<file path="src/rtl/laser_eval_sched_if.sv">
// laser_eval_sched_if: point-load, request/grant and result bundle
// for the shared coverage evaluator (master = requesters, slave = engine).
interface laser_eval_sched_if #(
  parameter int NREQ = 4,
  parameter int IDW  = $clog2(NREQ)
);
  logic                 pt_we;
  logic [3:0]           pt_x;
  logic [3:0]           pt_y;
  logic [NREQ-1:0]      req;
  logic [16*NREQ-1:0]   cand;
  logic [NREQ-1:0]      gnt;
  logic                 rsp_valid;
  logic [IDW-1:0]       rsp_id;
  logic [5:0]           rsp_cnt;
  logic                 busy;

  modport master (
    output pt_we, pt_x, pt_y, req, cand,
    input  gnt, rsp_valid, rsp_id, rsp_cnt, busy
  );

  modport slave (
    input  pt_we, pt_x, pt_y, req, cand,
    output gnt, rsp_valid, rsp_id, rsp_cnt, busy
  );
endinterface

</file>
<file path="src/rtl/laser_eval_sched.sv">
// laser_eval_sched: arbitrates NREQ searchers onto one point-scan datapath.
// Define LASER_RR_ARB_EN for round-robin; otherwise fixed lowest-index priority.
module laser_eval_sched #(
  parameter int NREQ = 4,
  parameter int NPTS = 40,
  parameter int IDW  = $clog2(NREQ)
) (
  input  logic              CLK,
  input  logic              RST,
  laser_eval_sched_if.slave bus
);

  localparam logic [1:0] S_IDLE  = 2'd0;
  localparam logic [1:0] S_GRANT = 2'd1;
  localparam logic [1:0] S_SCAN  = 2'd2;
  localparam logic [1:0] S_RESP  = 2'd3;
  localparam logic [5:0] LAST    = 6'(NPTS-1);

  logic [1:0]     state_q, state_d;
  logic [5:0]     wr_ptr_q;
  logic [5:0]     idx_q;
  logic [5:0]     acc_q;
  logic [5:0]     acc_inc;
  logic [3:0]     px_q [NPTS];
  logic [3:0]     py_q [NPTS];
  logic [15:0]    cand_q;
  logic [IDW-1:0] w_q;
  logic [IDW-1:0] w_arb;
  logic [IDW-1:0] rsp_id_q;
  logic [5:0]     rsp_cnt_q;
  logic           any_req;
  logic           pt_wr;
  logic           arb_go;
  logic           hit;

  function automatic logic [8:0] dist2(
    input logic [3:0] cx, input logic [3:0] cy,
    input logic [3:0] px, input logic [3:0] py
  );
    logic [3:0] dx;
    logic [3:0] dy;
    dx = (cx >= px) ? cx - px : px - cx;
    dy = (cy >= py) ? cy - py : py - cy;
    return 9'(dx) * 9'(dx) + 9'(dy) * 9'(dy);
  endfunction

  assign any_req = |bus.req;
  assign pt_wr   = (state_q == S_IDLE) && bus.pt_we;
  assign arb_go  = any_req &&
                   (((state_q == S_IDLE) && !bus.pt_we) ||
                    (state_q == S_RESP));

  // Current point covered by either latched centre
  always_comb begin
    hit = (dist2(cand_q[15:12], cand_q[11:8],
                 px_q[idx_q], py_q[idx_q]) <= 9'd16) ||
          (dist2(cand_q[7:4], cand_q[3:0],
                 px_q[idx_q], py_q[idx_q]) <= 9'd16);
    acc_inc = acc_q + {5'd0, hit};
  end

`ifdef LASER_RR_ARB_EN
  logic [IDW-1:0] rr_ptr_q;

  // Round-robin pick: first requester after the last winner
  always_comb begin
    w_arb = '0;
    for (int k = NREQ; k >= 1; k--) begin
      if (bus.req[(int'(rr_ptr_q) + k) % NREQ])
        w_arb = IDW'((int'(rr_ptr_q) + k) % NREQ);
    end
  end

  // Remember the last winner
  always_ff @(posedge CLK or posedge RST) begin
    if (RST)         rr_ptr_q <= IDW'(NREQ-1);
    else if (arb_go) rr_ptr_q <= w_arb;
  end
`else
  // Fixed priority pick: lowest requesting index
  always_comb begin
    w_arb = '0;
    for (int i = NREQ-1; i >= 0; i--) begin
      if (bus.req[i]) w_arb = IDW'(i);
    end
  end
`endif

  // Next-state logic
  always_comb begin
    state_d = state_q;
    unique case (state_q)
      S_IDLE:  if (arb_go) state_d = S_GRANT;
      S_GRANT: state_d = S_SCAN;
      S_SCAN:  if (idx_q == LAST) state_d = S_RESP;
      S_RESP:  state_d = arb_go ? S_GRANT : S_IDLE;
      default: state_d = S_IDLE;
    endcase
  end

  // Control, candidate latch, scan counter and result registers
  always_ff @(posedge CLK or posedge RST) begin
    if (RST) begin
      state_q   <= S_IDLE;
      w_q       <= '0;
      cand_q    <= '0;
      idx_q     <= '0;
      acc_q     <= '0;
      rsp_id_q  <= '0;
      rsp_cnt_q <= '0;
    end else begin
      state_q <= state_d;
      if (arb_go) w_q <= w_arb;
      if (state_q == S_GRANT) begin
        cand_q <= bus.cand[16*w_q +: 16];
        idx_q  <= '0;
        acc_q  <= '0;
      end
      if (state_q == S_SCAN) begin
        idx_q <= idx_q + 6'd1;
        acc_q <= acc_inc;
        if (idx_q == LAST) begin
          rsp_cnt_q <= acc_inc;
          rsp_id_q  <= w_q;
        end
      end
    end
  end

  // Point store, written only while idle
  always_ff @(posedge CLK or posedge RST) begin
    if (RST) begin
      wr_ptr_q <= '0;
      for (int i = 0; i < NPTS; i++) begin
        px_q[i] <= '0;
        py_q[i] <= '0;
      end
    end else if (pt_wr) begin
      px_q[wr_ptr_q] <= bus.pt_x;
      py_q[wr_ptr_q] <= bus.pt_y;
      wr_ptr_q <= (wr_ptr_q == LAST) ? 6'd0 : wr_ptr_q + 6'd1;
    end
  end

  assign bus.gnt       = (state_q == S_GRANT) ?
                         ({{(NREQ-1){1'b0}}, 1'b1} << w_q) : '0;
  assign bus.rsp_valid = (state_q == S_RESP);
  assign bus.rsp_id    = rsp_id_q;
  assign bus.rsp_cnt   = rsp_cnt_q;
  assign bus.busy      = (state_q != S_IDLE);

endmodule

</file>
<file path="src/flat_wrapper.sv">
// flat-port wrapper written by rule: the top's interface ports become plain ports
module laser_eval_sched_flat 
#(
  parameter int NREQ = 4,
  parameter int NPTS = 40,
  parameter int IDW  = $clog2(NREQ)
)
  (CLK, RST, bus_pt_we, bus_pt_x, bus_pt_y, bus_req, bus_cand, bus_gnt, bus_rsp_valid, bus_rsp_id, bus_rsp_cnt, bus_busy);
  laser_eval_sched_if #(.NREQ(NREQ), .IDW(IDW)) bus_i ();
  input  logic CLK;
  input  logic RST;
  input wire logic [$bits(bus_i.pt_we)-1:0] bus_pt_we;
  input wire logic [$bits(bus_i.pt_x)-1:0] bus_pt_x;
  input wire logic [$bits(bus_i.pt_y)-1:0] bus_pt_y;
  input wire logic [$bits(bus_i.req)-1:0] bus_req;
  input wire logic [$bits(bus_i.cand)-1:0] bus_cand;
  output wire logic [$bits(bus_i.gnt)-1:0] bus_gnt;
  output wire logic [$bits(bus_i.rsp_valid)-1:0] bus_rsp_valid;
  output wire logic [$bits(bus_i.rsp_id)-1:0] bus_rsp_id;
  output wire logic [$bits(bus_i.rsp_cnt)-1:0] bus_rsp_cnt;
  output wire logic [$bits(bus_i.busy)-1:0] bus_busy;
  assign bus_i.pt_we = bus_pt_we;
  assign bus_i.pt_x = bus_pt_x;
  assign bus_i.pt_y = bus_pt_y;
  assign bus_i.req = bus_req;
  assign bus_i.cand = bus_cand;
  assign bus_gnt = bus_i.gnt;
  assign bus_rsp_valid = bus_i.rsp_valid;
  assign bus_rsp_id = bus_i.rsp_id;
  assign bus_rsp_cnt = bus_i.rsp_cnt;
  assign bus_busy = bus_i.busy;
  laser_eval_sched #(.NREQ(NREQ), .NPTS(NPTS), .IDW(IDW)) u_core (.CLK(CLK), .RST(RST), .bus(bus_i));
endmodule
</file>
<file path="config.mk">
export PLATFORM = sky130hd
export DESIGN_NAME = laser_eval_sched_flat
export DESIGN_NICKNAME = d
export VERILOG_FILES = /design/src/rtl/laser_eval_sched_if.sv /design/src/rtl/laser_eval_sched.sv /design/src/flat_wrapper.sv
export SDC_FILE = /design/constraint.sdc
export NUM_CORES = 1
export LEC_CHECK = 0
export ABC_AREA = 1
export CAP_MARGIN = 40
export CORE_MARGIN = 4
export CORE_UTILIZATION = 37
export DETAILED_ROUTE_END_ITERATION = 16
export GPL_ROUTABILITY_DRIVEN = 0
export PLACE_DENSITY = 0.63
export SYNTH_ARGS = -nofsm -noshare
export SYNTH_HDL_FRONTEND = slang
export SYNTH_SLANG_ARGS = --single-unit
</file>
<file path="constraint.sdc">
create_clock -name CLK -period 16.58 [get_ports CLK]
set_clock_uncertainty 0.15 [all_clocks]
set_input_delay 3.316 -clock CLK [delete_from_list [all_inputs] [get_ports CLK]]
set_output_delay 3.316 -clock CLK [all_outputs]
set_load 0.01 [all_outputs]
</file>
==> results of run 1 <==
-- synthesized netlist by cell type, types with 5 or more instances --
cell,instances
a21oi_1,62
a22oi_1,16
a31oi_1,5
a41oi_1,7
buf_1,6
buf_2,53
buf_6,6
clkbuf_1,83
dfrtp_1,366
fa_1,30
ha_1,71
inv_1,129
nand2_1,830
nand3_1,175
nand3b_1,8
nand4_1,7
nor2_1,121
nor3_1,11
nor3_4,5
o21ai_0,366
o21ai_1,26
o21bai_1,7
o22ai_1,11
xnor2_1,5
xor2_1,13
-- stage by stage --
step	std cells	hold WS, ns	worst slack, ns	area (um2)
floorplan	2458	0.298	2.95	19500
global placement	3099	0.311	7.15	20800
detailed placement	3105	0.318	6.98	20900
CTS	3181	0.333	6.95	22200
global route	3181	0.347	6.15	22200
finish	3181	0.330	6.87	22200
-- worst paths after layout --
check | from | endpoint | slack (ns) | depth (start not counted)
worst max-delay path | u_core.idx_q[0]$_DFFE_PP0P_ | u_core.acc_q[5]$_DFFE_PP0P_ | 6.87 | 43
worst min-delay path | u_core.py_q[25]$_DFFE_PP0P_ | u_core.py_q[25]$_DFFE_PP0P_ | 0.33 | 2
worst max register to register | u_core.idx_q[0]$_DFFE_PP0P_ | u_core.acc_q[5]$_DFFE_PP0P_ | 6.87 | 43
worst min register to register | u_core.py_q[25]$_DFFE_PP0P_ | u_core.py_q[25]$_DFFE_PP0P_ | 0.33 | 2
max in group asynchronous | RST | u_core.px_q[140]$_DFFE_PP0P_ | 11.13 | 6
min in group asynchronous | RST | u_core.py_q[46]$_DFFE_PP0P_ | 3.00 | 2
-- cell families (layout without fill, tap and decap cells) --
logic type               count (synthesis)  in the layout  synth area share
AND/OR/NAND/NOR                       1174           1174             0.247
AO/OA/AOI/OAI                          513            513             0.139
flip-flops                             366            366             0.469
buffers and inverters                  283            326            0.0604
adder cells (fa/ha/maj)                101            101            0.0762
XOR/XNOR                                18             18           0.00807
multiplexers                             3              3           0.00154
-- state kept, by name (all words and copies together), names as in the netlist, 6 cells and up --
name                flops
u_core.wr_ptr_q         6
u_core.bus.rsp_cnt      6
u_core.py_q           160
u_core.cand_q          16
u_core.px_q           160
u_core.acc_q            6
u_core.idx_q            6
-- area by class of cell --
cell class	count	area, um2	area share
clock buffer	61	1180	0.0531
sequential	366	9160	0.412
tap	680	851	0.0383
timing repair buffer	117	1170	0.0527
multi-input combinational	1809	9210	0.414
clock inverter	15	151	0.00681
inverter	133	509	0.0229
-- worst max-delay path, delay by kind of cell (launching register included) --
family	cells	cell delay (ns)
buf+inv	10	2.29
fa+ha+maj	9	3.27
flops	1	0.78
simple gates	18	2.12
compound gates	4	0.57
xor+xnor	2	0.37
-- routing by layer --
metal  up-vias  wire length [um]  part of all wire
met1      8077             25900              0.47
li1       8050                 -                 -
met4         0              1370             0.025
met3        94              4410             0.079
met2       528             23900              0.43
met5         -                 0                 0
==> out/metrics.sh, run 1 <==
TIMING.CRITICAL_PATH.FANOUT_MAX=80
MAX_SLEW.WORST_PIN.SLEW_NS=0.897
DETAIL-ROUTE-ANTENNA-NETS=0
INITIAL_CORE_UTIL=0.377
MAXCLOCKFREQUENCY_GHz=0.103
POST_CTS_RESIZED=0
GRT_SETUP_UNREPAIRED='no'
CLK_ROOT_BUFFER_CELL='clkbuf_16'
WORSTSETUPSTARTPOINTTYPE='flip-flop'
CP_SLOWEST_CELL='dfrtp_4'
CRIT_PATH_MAX_INCR_DELAY_NS=0.78
DOMINANTREGCELLSYNTH='dfrtp_1'
FIRSTDRTPASSITERS=5
LAYOUT.CELLS.MOST_COMMON='nand2_1'
GRT.MET2_USAGE=0.292
FINAL_MIN_PERIOD_OVER_CLOCK_PERIOD=0.586
CTS.REPORTEDPATHS.CLKPINSLEW_NS=0.06
TRACK_USAGE=0.195
NUM_ROWS=83
FINALSETUPVIOLCOUNT=0
POST_SYNTHESIS_SEQUENTIAL_AREA_RATIO=0.469
PLACEABLE_CORE_REGION_MM2=0.0518
PATH_COMMON_CELL='nand2_1'
SYNTHESIS.AREA_PER_INSTANCE_UM2=7.95
CLK_LATENCY_NS=0.58
FLOW.AREA_GROWTH_FROM_SYNTHESIS_PCT=13.8
CTS_INSERTED_BUFFERS=41
POSTCTSHOLDBUFS=0
DIE_X_UM=238
WIRE_LENGTH_OF_THE_FIRST_GLOBAL_ROUTING_PASS_UM=89800
CLOCK_TREE_FROM_TRITONCTS='yes'
SYN_AREA_MM2=0.0195
DRC=0
SLEW-LIMIT-HEADROOM=0.402
MIN-DELAY-PATH-CLASS='reg -> reg'
HIGHEST_COUNT_CELLS_IN_THE_LAYOUT_IGNORING_FILL_AND_TAPS='nand2_1 (830), o21ai_0 (366), dfrtp_1 (364)'
MET3_USAGE=0.0423
YOSYSWARNINGCOUNT=0
GRT_ANTENNA_BEFORE_REPAIR=0
GLOBALROUTE.TOTALOVERFLOW=0
FP.DIEH_UM=238
UTILIZATION=0.429
SYNTH_LARGEST_AREA_CELL='dfrtp_1'
TIMING_WORST_SETUP_PATH_TYPE='reg -> reg'
NUMPORTBUFFERS=92
VIAS_PER_CELL=5.27
TNS_NS=0
POST_CTS.REPAIR.SETUP_BUFFERS=0
NNETSFINAL=2648
FINAL_SLEW_VIOL_COUNT=0
SYNTH-EDFF-COUNT=0
NUMBER_OF_DRC_MARKERS_AFTER_THE_INITIAL_DETAILED_ROUTE_ITERATION=1681
SYNTHESIS.INSTANCES=2458
WIRE_PER_INST_UM=17.5
IO_PINS=93
SETUP.WORST_PATH.END_CLASS='flip-flop'
CLOCK_TREE.BUFFER_DEPTH=3
ARRIVAL_NS=10.05
DPL.HPWL_UM=36900
GLOBALROUTE.BUSIESTLAYER='met2'
CTS.SINKS=366
POST_ROUTE_CELLS_DRIVE_ABOVE_1_SHARE=0.0456
TIMING_HOLD_VIOLATIONS_FINAL=0
TIMING.MAX_CAP.VIOLATIONS=0
FP.DIEAREA_MM2=0.0566
SYNTHDOMINANTCELLAREASHARE=0.469
OUTCOME='finished, final reports clean'
GRT_START_MAX_NET_PINS=162
NUM_VIAS=16749
SYNTH_ASYNC_SR_FLOP_SHARE=1.00
POSTSYNTHREGISTERBITS=366
FINALWIRELENGTH_UM=55600
SYNTH_AREA_LEADERS='dfrtp_1 (47%), nand2_1 (16%), o21ai_0 (9.4%)'
CTSHTREEMAXLEVEL=2
NUMBER_OF_DIODES_ADDED_FOR_ANTENNA_FIXING=0
FIRST_GLOBAL_VIAS=16255
YS_TYPES=43
FINALWORSTPATHREQUIREDPERIOD_NS=9.71
GLOBAL_ROUTE.USAGE.MET1=0.285
CP.REQUIRED_NS=16.92
FINAL_LAYOUT_FILL_CELL_COUNT=5018
SYN_NETS=2638
Power of run 1 is left out: the tool's default activity adds up to more than one toggle a clock period on the data nets, which glitch-free logic cannot reach.
==> run 2: changes to the inputs <==
==> constraint.sdc (replaced) <==
create_clock -name CLK -period 9.3 [get_ports CLK]
set_clock_uncertainty 0.15 [all_clocks]
set_input_delay 1.86 -clock CLK [delete_from_list [all_inputs] [get_ports CLK]]
set_output_delay 1.86 -clock CLK [all_outputs]
set_load 0.01 [all_outputs]
==> run 2 against run 1 <==
Net effect:
- first-iteration DRC count rose by 1.5%
- die area unchanged
- final cell count barely moved
==> out/metrics.sh, run 2 (synthesis results as in run 1) <==
TRACK_USAGE=0.197  # +0.00231
MIN-DELAY-PATH-CLASS='reg -> reg'
FINAL_LAYOUT_FILL_CELL_COUNT=5086  # +1.4%
CTS_INSERTED_BUFFERS=41  # unchanged
PLACE_AREA_MM2=0.0209  # +0.20%
LARGEST_REGISTERS='u_core.px_q x160, u_core.py_q x160, u_core.cand_q x16'
SLEW-LIMIT-HEADROOM=0.318  # -0.0840
GRT_START_MAX_NET_PINS=180  # +11%
FINAL_SLEW_VIOL_COUNT=0  # unchanged
FINAL_MIN_PERIOD_OVER_CLOCK_PERIOD=0.929  # +0.344
FP.DIEH_UM=238  # unchanged
CELL_AREA_AFTER_LAYOUT_MM2=0.0223  # +0.51%
IO_PINS=93  # unchanged
PLACED_CELLS_INCL_TAPS=3108  # +0.097%
TIMING.MAX_CAP.VIOLATIONS=0  # unchanged
POST_ROUTE_CELLS_DRIVE_ABOVE_1_SHARE=0.0448  # -0.000818
POST_CTS.REPAIR.SETUP_BUFFERS=0  # unchanged
HIGHEST_COUNT_CELLS_IN_THE_LAYOUT_IGNORING_FILL_AND_TAPS='nand2_1 (830), o21ai_0 (366), dfrtp_1 (364)'
LAYOUT.CELLS.MOST_COMMON='nand2_1'
PLACEABLE_CORE_REGION_MM2=0.0518  # unchanged
TIMING_WORST_SETUP_PATH_TYPE='reg -> reg'
DETAIL-ROUTE-ANTENNA-NETS=0  # unchanged
VIAS_PER_CELL=5.30  # +0.65%
NUMBER_OF_DRC_MARKERS_AFTER_THE_INITIAL_DETAILED_ROUTE_ITERATION=1706  # +1.5%
NUMBER_OF_DIODES_ADDED_FOR_ANTENNA_FIXING=0  # unchanged
NNETSFINAL=2651  # +0.11%
CP_SLOWEST_CELL='dfrtp_1'
REGAREA_MM2=0.00916  # unchanged
CLOCK_TREE.BUFFER_DEPTH=3  # unchanged
UTILIZATION=0.431  # +0.00217
GRT_SETUP_UNREPAIRED='no'
GRT_ANTENNA_BEFORE_REPAIR=0  # unchanged
MAX_SLEW.WORST_PIN.SLEW_NS=1.02  # +0.126 ns
CRIT_PATH_MAX_INCR_DELAY_NS=0.78  # about the same
DIE_X_UM=238  # unchanged
WHS_PATH_DEPTH=2  # unchanged
CP.REQUIRED_NS=9.65  # -7.27 ns
MAXCLOCKFREQUENCY_GHz=0.116  # +12%
WIRE_PER_INST_UM=17.6  # +0.95%
MULTI_INPUT_COMB_AREA_MM2=0.00921  # unchanged
GLOBALROUTE.TOTALOVERFLOW=0  # unchanged
NUM_VIAS=16864  # +0.69%
FINALSETUPVIOLCOUNT=0  # unchanged
CLOCK_TREE_FROM_TRITONCTS='yes'
POST_LAYOUT_NONFILLER_INSTANCES=3182  # +0.031%
POST_CTS_RESIZED=0  # unchanged
POSTCTSHOLDBUFS=0  # unchanged
CLK_LATENCY_NS=0.57  # about the same
WIRE_LENGTH_OF_THE_FIRST_GLOBAL_ROUTING_PASS_UM=90600  # +0.97%
CTS.REPORTEDPATHS.CLKPINSLEW_NS=0.06  # about the same
ARRIVAL_NS=8.99  # -1.06 ns
FINALWIRELENGTH_UM=56100  # +0.98%
FINALWORSTPATHREQUIREDPERIOD_NS=8.64  # -1.07 ns
TIMING_HOLD_VIOLATIONS_FINAL=0  # unchanged
CTSHTREEMAXLEVEL=2  # unchanged
WORSTSETUPSTARTPOINTTYPE='flip-flop'
INITIAL_CORE_UTIL=0.377  # unchanged
SETUP.WORST_PATH.END_CLASS='flip-flop'
DPL.HPWL_UM=37100  # +0.41%
FIRST_GLOBAL_VIAS=16281  # +0.16%
FP.DIEAREA_MM2=0.0566  # unchanged
NUM_ROWS=83  # unchanged
FLOW.AREA_GROWTH_FROM_SYNTHESIS_PCT=14.3
NUMPORTBUFFERS=92  # unchanged
FIRSTDRTPASSITERS=6  # +1
TIMING.REG2REG.WORST_PATH_DEPTH=32  # -26%
DRC=0  # unchanged
CLK_ROOT_BUFFER_CELL='clkbuf_16'
TIMING.CRITICAL_PATH.FANOUT_MAX=20  # -75%
OUTCOME='finished, final reports clean'
TNS_NS=0  # unchanged
CTS.SINKS=366  # unchanged
-- run 2: path summary, 6_finish.rpt --
kind,from,end,slack [ns]
hold reg to reg,u_core.px_q[8]$_DFFE_PP0P_,u_core.px_q[8]$_DFFE_PP0P_,0.33
setup reg to reg,u_core.idx_q[3]$_DFFE_PP0P_,u_core.acc_q[5]$_DFFE_PP0P_,0.66
setup / recovery,u_core.idx_q[3]$_DFFE_PP0P_,u_core.acc_q[5]$_DFFE_PP0P_,0.66
hold / removal,u_core.px_q[8]$_DFFE_PP0P_,u_core.px_q[8]$_DFFE_PP0P_,0.33
min in group asynchronous,RST,u_core.py_q[32]$_DFFE_PP0P_,1.50
max in group asynchronous,RST,u_core.idx_q[1]$_DFFE_PP0P_,5.96
-- run 2: per-layer routing --
| metal | vias up | global-route usage | share of wire |
|---|---|---|---|
| met5 | - | 0 | 0 |
| met3 | 92 | 0.0368 | 0.077 |
| met4 | 0 | 0.0582 | 0.029 |
| met1 | 8091 | 0.290 | 0.46 |
| met2 | 627 | 0.297 | 0.43 |
| li1 | 8054 | - | - |
-- run 2: layout make-up --
cell class	instances	share of cell area
clock buffer	65	0.0550
multi-input combinational	1809	0.412
sequential	366	0.410
inverter	133	0.0226
tap	680	0.0381
clock inverter	9	0.00778
timing repair buffer	120	0.0545
-- run 2: critical path, delay by kind of cell, from the launching register on --
family,cells,cell delay [ns]
compound gates,5,1.50
xor+xnor,2,0.37
fa+ha+maj,8,3.07
buf+inv,6,1.15
flops,1,0.78
simple gates,11,1.56
-- run 2: stage by stage --
| step | worst slack (ns) | hold slack [ns] |
|---|---|---|
| after floorplan | 2.23 | 0.298 |
| after detailed placement | 0.839 | 0.318 |
| after global routing | 0.136 | 0.344 |
| final | 0.659 | 0.328 |
| after global placement | 0.985 | 0.312 |
| after CTS | 0.800 | 0.333 |
Power of run 2 is left out for the same reason.
==> run 3: changes to the inputs <==
--- a/config.mk
+++ b/config.mk
@@ -9,9 +9,11 @@
 export CAP_MARGIN = 40
 export CORE_MARGIN = 4
 export CORE_UTILIZATION = 37
+export CTS_CLUSTER_SIZE = 28
 export DETAILED_ROUTE_END_ITERATION = 16
 export GPL_ROUTABILITY_DRIVEN = 0
 export PLACE_DENSITY = 0.63
+export SLEW_MARGIN = 20
 export SYNTH_ARGS = -nofsm -noshare
 export SYNTH_HDL_FRONTEND = slang
 export SYNTH_SLANG_ARGS = --single-unit
==> run 3 against run 2 <==
Net effect:
- utilization rose by 0.12 points
- worst hold slack improved by 0.0020 ns
- worst setup slack improved by 0.13 ns
- final area rose by 0.27%
- final cell count barely moved
- via count fell by 0.76%
- sequential share of layout area fell by 0.11 points
- register-to-register slack improved by 0.13 ns
- die area did not move
- critical endpoint unchanged
- largest cell class unchanged
==> out/metrics.sh, run 3 (synthesis results as in run 1) <==
LAYOUT.CELLS.MOST_COMMON='nand2_1'
TIMING_WORST_SETUP_PATH_TYPE='reg -> reg'
DRC=0  # unchanged
FIRSTDRTPASSITERS=6  # unchanged
GRT_SETUP_UNREPAIRED='no'
GRT_START_MAX_NET_PINS=180  # unchanged
TIMING.MAX_CAP.VIOLATIONS=0  # unchanged
CTS.SINKS=366  # unchanged
FINAL_SLEW_VIOL_COUNT=0  # unchanged
MET3_USAGE=0.0381  # +0.00139
CTS_INSERTED_BUFFERS=42  # +2.4%
GLOBAL_ROUTE.USAGE.MET1=0.287  # -0.00382
FINALWORSTPATHREQUIREDPERIOD_NS=8.52  # -0.126 ns
INITIAL_CORE_UTIL=0.377  # unchanged
MAX_SLEW.WORST_PIN.SLEW_NS=0.818  # -0.205 ns
TIMING.CRITICAL_PATH.FANOUT_MAX=60  # +200%
MAXCLOCKFREQUENCY_GHz=0.117  # +1.5%
PATH_COMMON_CELL='nand2_1'
REGAREA_MM2=0.00916  # unchanged
DETAIL-ROUTE-ANTENNA-NETS=0  # unchanged
GLOBALROUTE.BUSIESTLAYER='met2'
FLOW.AREA_GROWTH_FROM_SYNTHESIS_PCT=14.7
CRIT_PATH_MAX_INCR_DELAY_NS=0.82  # +0.04 ns
CLK_ROOT_BUFFER_CELL='clkbuf_16'
PLACEABLE_CORE_REGION_MM2=0.0518  # unchanged
NUMBER_OF_DIODES_ADDED_FOR_ANTENNA_FIXING=0  # unchanged
GRT.MET2_USAGE=0.301  # +0.00373
NUM_ROWS=83  # unchanged
TRACK_USAGE=0.194  # -0.00252
POST_CTS_RESIZED=0  # unchanged
NUM_VIAS=16736  # -0.76%
SLEW-LIMIT-HEADROOM=0.455  # +0.136
CTS.REPORTEDPATHS.CLKPINSLEW_NS=0.06  # about the same
MIN-DELAY-PATH-CLASS='reg -> reg'
NUMPORTBUFFERS=92  # unchanged
FINAL_MIN_PERIOD_OVER_CLOCK_PERIOD=0.916  # -0.0135
HIGHEST_COUNT_CELLS_IN_THE_LAYOUT_IGNORING_FILL_AND_TAPS='nand2_1 (830), o21ai_0 (366), dfrtp_1 (364)'
POSTCTSHOLDBUFS=0  # unchanged
FINALSETUPVIOLCOUNT=0  # unchanged
DIE_X_UM=238  # unchanged
POST_CTS.REPAIR.SETUP_BUFFERS=0  # unchanged
CLOCK_TREE.BUFFER_DEPTH=3  # unchanged
MULTI_INPUT_COMB_AREA_MM2=0.00921  # unchanged
GRT_ANTENNA_BEFORE_REPAIR=0  # unchanged
POST_ROUTE_CELLS_DRIVE_ABOVE_1_SHARE=0.0491  # +0.00436
DPL.HPWL_UM=36900  # -0.54%
WIRE_PER_INST_UM=17.5  # -1.0%
OUTCOME='finished, final reports clean'
FINALWIRELENGTH_UM=55600  # -0.98%
GLOBALROUTE.TOTALOVERFLOW=0  # unchanged
ARRIVAL_NS=8.86  # -0.13 ns
CTSHTREEMAXLEVEL=2  # unchanged
VIAS_PER_CELL=5.26  # -0.82%
NNETSFINAL=2653  # +0.075%
CP.REQUIRED_NS=9.65  # about the same
NUMBER_OF_DRC_MARKERS_AFTER_THE_INITIAL_DETAILED_ROUTE_ITERATION=1694  # -0.70%
LARGEST_REGISTERS='u_core.px_q x160, u_core.py_q x160, u_core.cand_q x16'
WIRE_LENGTH_OF_THE_FIRST_GLOBAL_ROUTING_PASS_UM=90100  # -0.56%
SETUP.WORST_PATH.END_CLASS='flip-flop'
TIMING_HOLD_VIOLATIONS_FINAL=0  # unchanged
IO_PINS=93  # unchanged
FP.DIEH_UM=238  # unchanged
CLK_LATENCY_NS=0.56  # about the same
CP_SLOWEST_CELL='dfrtp_4'
FIRST_GLOBAL_VIAS=16033  # -1.5%
FP.DIEAREA_MM2=0.0566  # unchanged
CLOCK_TREE_FROM_TRITONCTS='yes'
WORSTSETUPSTARTPOINTTYPE='flip-flop'
FINAL_LAYOUT_FILL_CELL_COUNT=5036  # -0.98%
TNS_NS=0  # unchanged
## run 3: cell count changes in the layout (fill, tap and decap cells not counted)
cell,change
bufinv_16,-1
buf_16,+1
clkinv_2,+5
clkinv_4,+1
clkbuf_1,-9
inv_6,+1
clkbuf_8,+4
## run 3: worst paths after layout
path	startpoint	endpoint	slack (ns)	depth (start not counted)
worst max register to register	u_core.idx_q[0]$_DFFE_PP0P_	u_core.acc_q[5]$_DFFE_PP0P_	0.78	37
max in group asynchronous	RST	u_core.py_q[26]$_DFFE_PP0P_	5.92	5
worst max-delay path	u_core.idx_q[0]$_DFFE_PP0P_	u_core.acc_q[5]$_DFFE_PP0P_	0.78	37
worst min register to register	u_core.px_q[9]$_DFFE_PP0P_	u_core.px_q[9]$_DFFE_PP0P_	0.33	2
worst min-delay path	u_core.px_q[9]$_DFFE_PP0P_	u_core.px_q[9]$_DFFE_PP0P_	0.33	2
min in group asynchronous	RST	u_core.py_q[32]$_DFFE_PP0P_	1.50	2
## run 3: cell type report
| type | instances | area share |
|---|---|---|
| Multi-Input combinational cell | 1809 | 0.411 |
| Sequential cell | 366 | 0.409 |
| Tap cell | 680 | 0.0380 |
| Clock buffer | 60 | 0.0558 |
| Timing Repair Buffer | 121 | 0.0556 |
| Inverter | 133 | 0.0226 |
| Clock inverter | 15 | 0.00832 |
## run 3: through the flow
| step | instance area [um2] | instances | hold slack [ns] | setup slack, ns | util |
|---|---|---|---|---|---|
| 2_1_floorplan | 19500 | 2458 | 0.298 | 2.23 | - |
| 3_3_place_gp | 20900 | 3103 | 0.312 | 0.985 | 0.403 |
| 3_5_place_dp | 20900 | 3108 | 0.318 | 0.841 | 0.404 |
| 4_1_cts | 22400 | 3183 | 0.333 | 0.811 | 0.432 |
| 5_1_grt | 22400 | 3184 | 0.347 | 0.148 | 0.432 |
| 6_report | 22400 | 3184 | 0.330 | 0.784 | 0.432 |
## run 3: metal layers
| metal | vias to the layer above | share of wire |
|---|---|---|
| li1 | 8054 | - |
| met1 | 7978 | 0.46 |
| met2 | 631 | 0.44 |
| met3 | 73 | 0.080 |
| met4 | 0 | 0.018 |
| met5 | - | 0 |
## run 3: worst max-delay path: cells and delay by family (launching register included)
family	cells	cell delay, ns
XOR/XNOR	2	0.38
AND/OR/NAND/NOR	16	1.78
buffers and inverters	7	1.00
AO/OA/AOI/OAI	4	1.17
adder cells (fa/ha/maj)	8	3.06
flip-flops	1	0.82
Power of run 3 is left out for the same reason.
==> variant: new RTL, settings of run 3 <==
`NREQ` is set to 4 in 3 places; all go to 2.
--- a/src/rtl/laser_eval_sched_if.sv
+++ b/src/rtl/laser_eval_sched_if.sv
@@ -1,7 +1,7 @@
 // laser_eval_sched_if: point-load, request/grant and result bundle
 // for the shared coverage evaluator (master = requesters, slave = engine).
 interface laser_eval_sched_if #(
-  parameter int NREQ = 4,
+  parameter int NREQ = 2,
   parameter int IDW  = $clog2(NREQ)
 );
   logic                 pt_we;
--- a/src/rtl/laser_eval_sched.sv
+++ b/src/rtl/laser_eval_sched.sv
@@ -1,7 +1,7 @@
 // laser_eval_sched: arbitrates NREQ searchers onto one point-scan datapath.
 // Define LASER_RR_ARB_EN for round-robin; otherwise fixed lowest-index priority.
 module laser_eval_sched #(
-  parameter int NREQ = 4,
+  parameter int NREQ = 2,
   parameter int NPTS = 40,
   parameter int IDW  = $clog2(NREQ)
 ) (
--- a/src/flat_wrapper.sv
+++ b/src/flat_wrapper.sv
@@ -1,7 +1,7 @@
 // flat-port wrapper written by rule: the top's interface ports become plain ports
 module laser_eval_sched_flat 
 #(
-  parameter int NREQ = 4,
+  parameter int NREQ = 2,
   parameter int NPTS = 40,
   parameter int IDW  = $clog2(NREQ)
 )
Ports: changed (resized bus_cand, bus_gnt, bus_req and bus_rsp_id); port bits go from 93 to 56. No check against the original RTL was run, so the function may have changed too.
==> variant against run 3 <==
Count of clock-buffer cells in the layout down 2. Critical path depth unchanged. Wire length down 4.8%. Largest cell class is now sequential cells. Critical endpoint unchanged. Sequential cell count down 2. Cell area down 4.1%. Global-route usage down 0.75 points. Synthesized cell count down 2.3%. Synthesized area down 2.6%. Setup slack better by 52 ps.
==> variant: results (changes against run 3) <==
placement:
  pre_cts_slack_ps: 921  # +79.9 ps
  port_buffers: 55  # -40%
  hpwl_microns: 34800  # -5.6%
  place_area_sq_um: 20100  # -4.0%
  dp_cells: 3008  # -3.2%
yosys:
  syn-num-nets: 2547  # -3.4%
  avgSynthCellArea_sq_um: 7.92  # -0.33%
  yosysSeqAreaShare: 0.479  # +0.0101
  ys_types: 38  # -12%
  yosys-top-cells-area: "dfrtp_1, nand2_1, o21ai_0, nand3_1, ha_1"
worst_setup_path:
  ff2ff_setup_slack_ps: 840  # +50 ps
  slowest_stage: "dfrtp_2"
  critPathArrivalTime_ps: 8820  # -40 ps
  worstSetupStartpoint: "u_core.idx_q[1]$_DFFE_PP0P_"
  worst_path_largest_cell_delay_ps: 640  # -180 ps
sta:
  maxSlewHeadroom: 0.415  # -0.0401
  fin_crit_ps: 8460  # -52.1 ps
  whs_ps: 332  # +1.40 ps
finish:
  multi_input_area_sq_um: 8880  # -3.5%
  drive_above_1_share: 0.0457  # -0.00346
  num-fill-cells: 5095  # +1.2%
drt:
  detail_route.vias_per_cell: 5.22  # -0.61%
  drtPass1Iterations: 5  # -1
  vias: 16100  # -3.8%
  drtIter0Drc: 1505  # -11%
min_path:
  hold_end: "u_core.bus.rsp_cnt[2]$_DFFE_PP0P_"
  hp-start: "u_core.bus.rsp_cnt[2]$_DFFE_PP0P_"
global_route:
  first_global_vias: 15600  # -2.6%
  grt_first_pass_wirelength_microns: 85600  # -5.0%
  grt_antenna_before_repair: 1  # +1
status:
  outcome: "finished, final reports clean"
clocking:
  insertion_delay_ps: 580  # +20 ps
-- variant: cell types whose count changed in the layout (fill, tap and decap cells not counted), sizes merged, moves of 7 or more --
cell	delta
nor2	-12
inv	-9
a22oi	-14
a41oi	-7
clkdlybuf4s50	-37
o211ai	+13
-- variant: cells by family after synthesis --
group	count (synthesis)	synth area share
buffers and inverters	271	0.0546
adders and majority gates	101	0.0783
xor gates and xnor gates	19	0.00875
AOI/OAI and AO/OA	489	0.134
and+or+nand+nor	1155	0.245
muxes	2	0.00105
DFF	364	0.479
-- variant: final cells by class --
cell class              instances  area share
clock inverters                14     0.00705
well taps                     672      0.0391
multi-input cells            1766       0.413
flip-flops and latches        364       0.424
inverters                     125      0.0221
clock buffers                  58      0.0559
repair buffers                 82      0.0383
-- variant: per-layer routing --
metal,up-vias,global-route usage,part of all wire
li1,7747,-,-
met1,7744,0.270,0.47
met2,504,0.290,0.44
met3,101,0.0281,0.060
met4,0,0.0614,0.029
met5,-,0,0
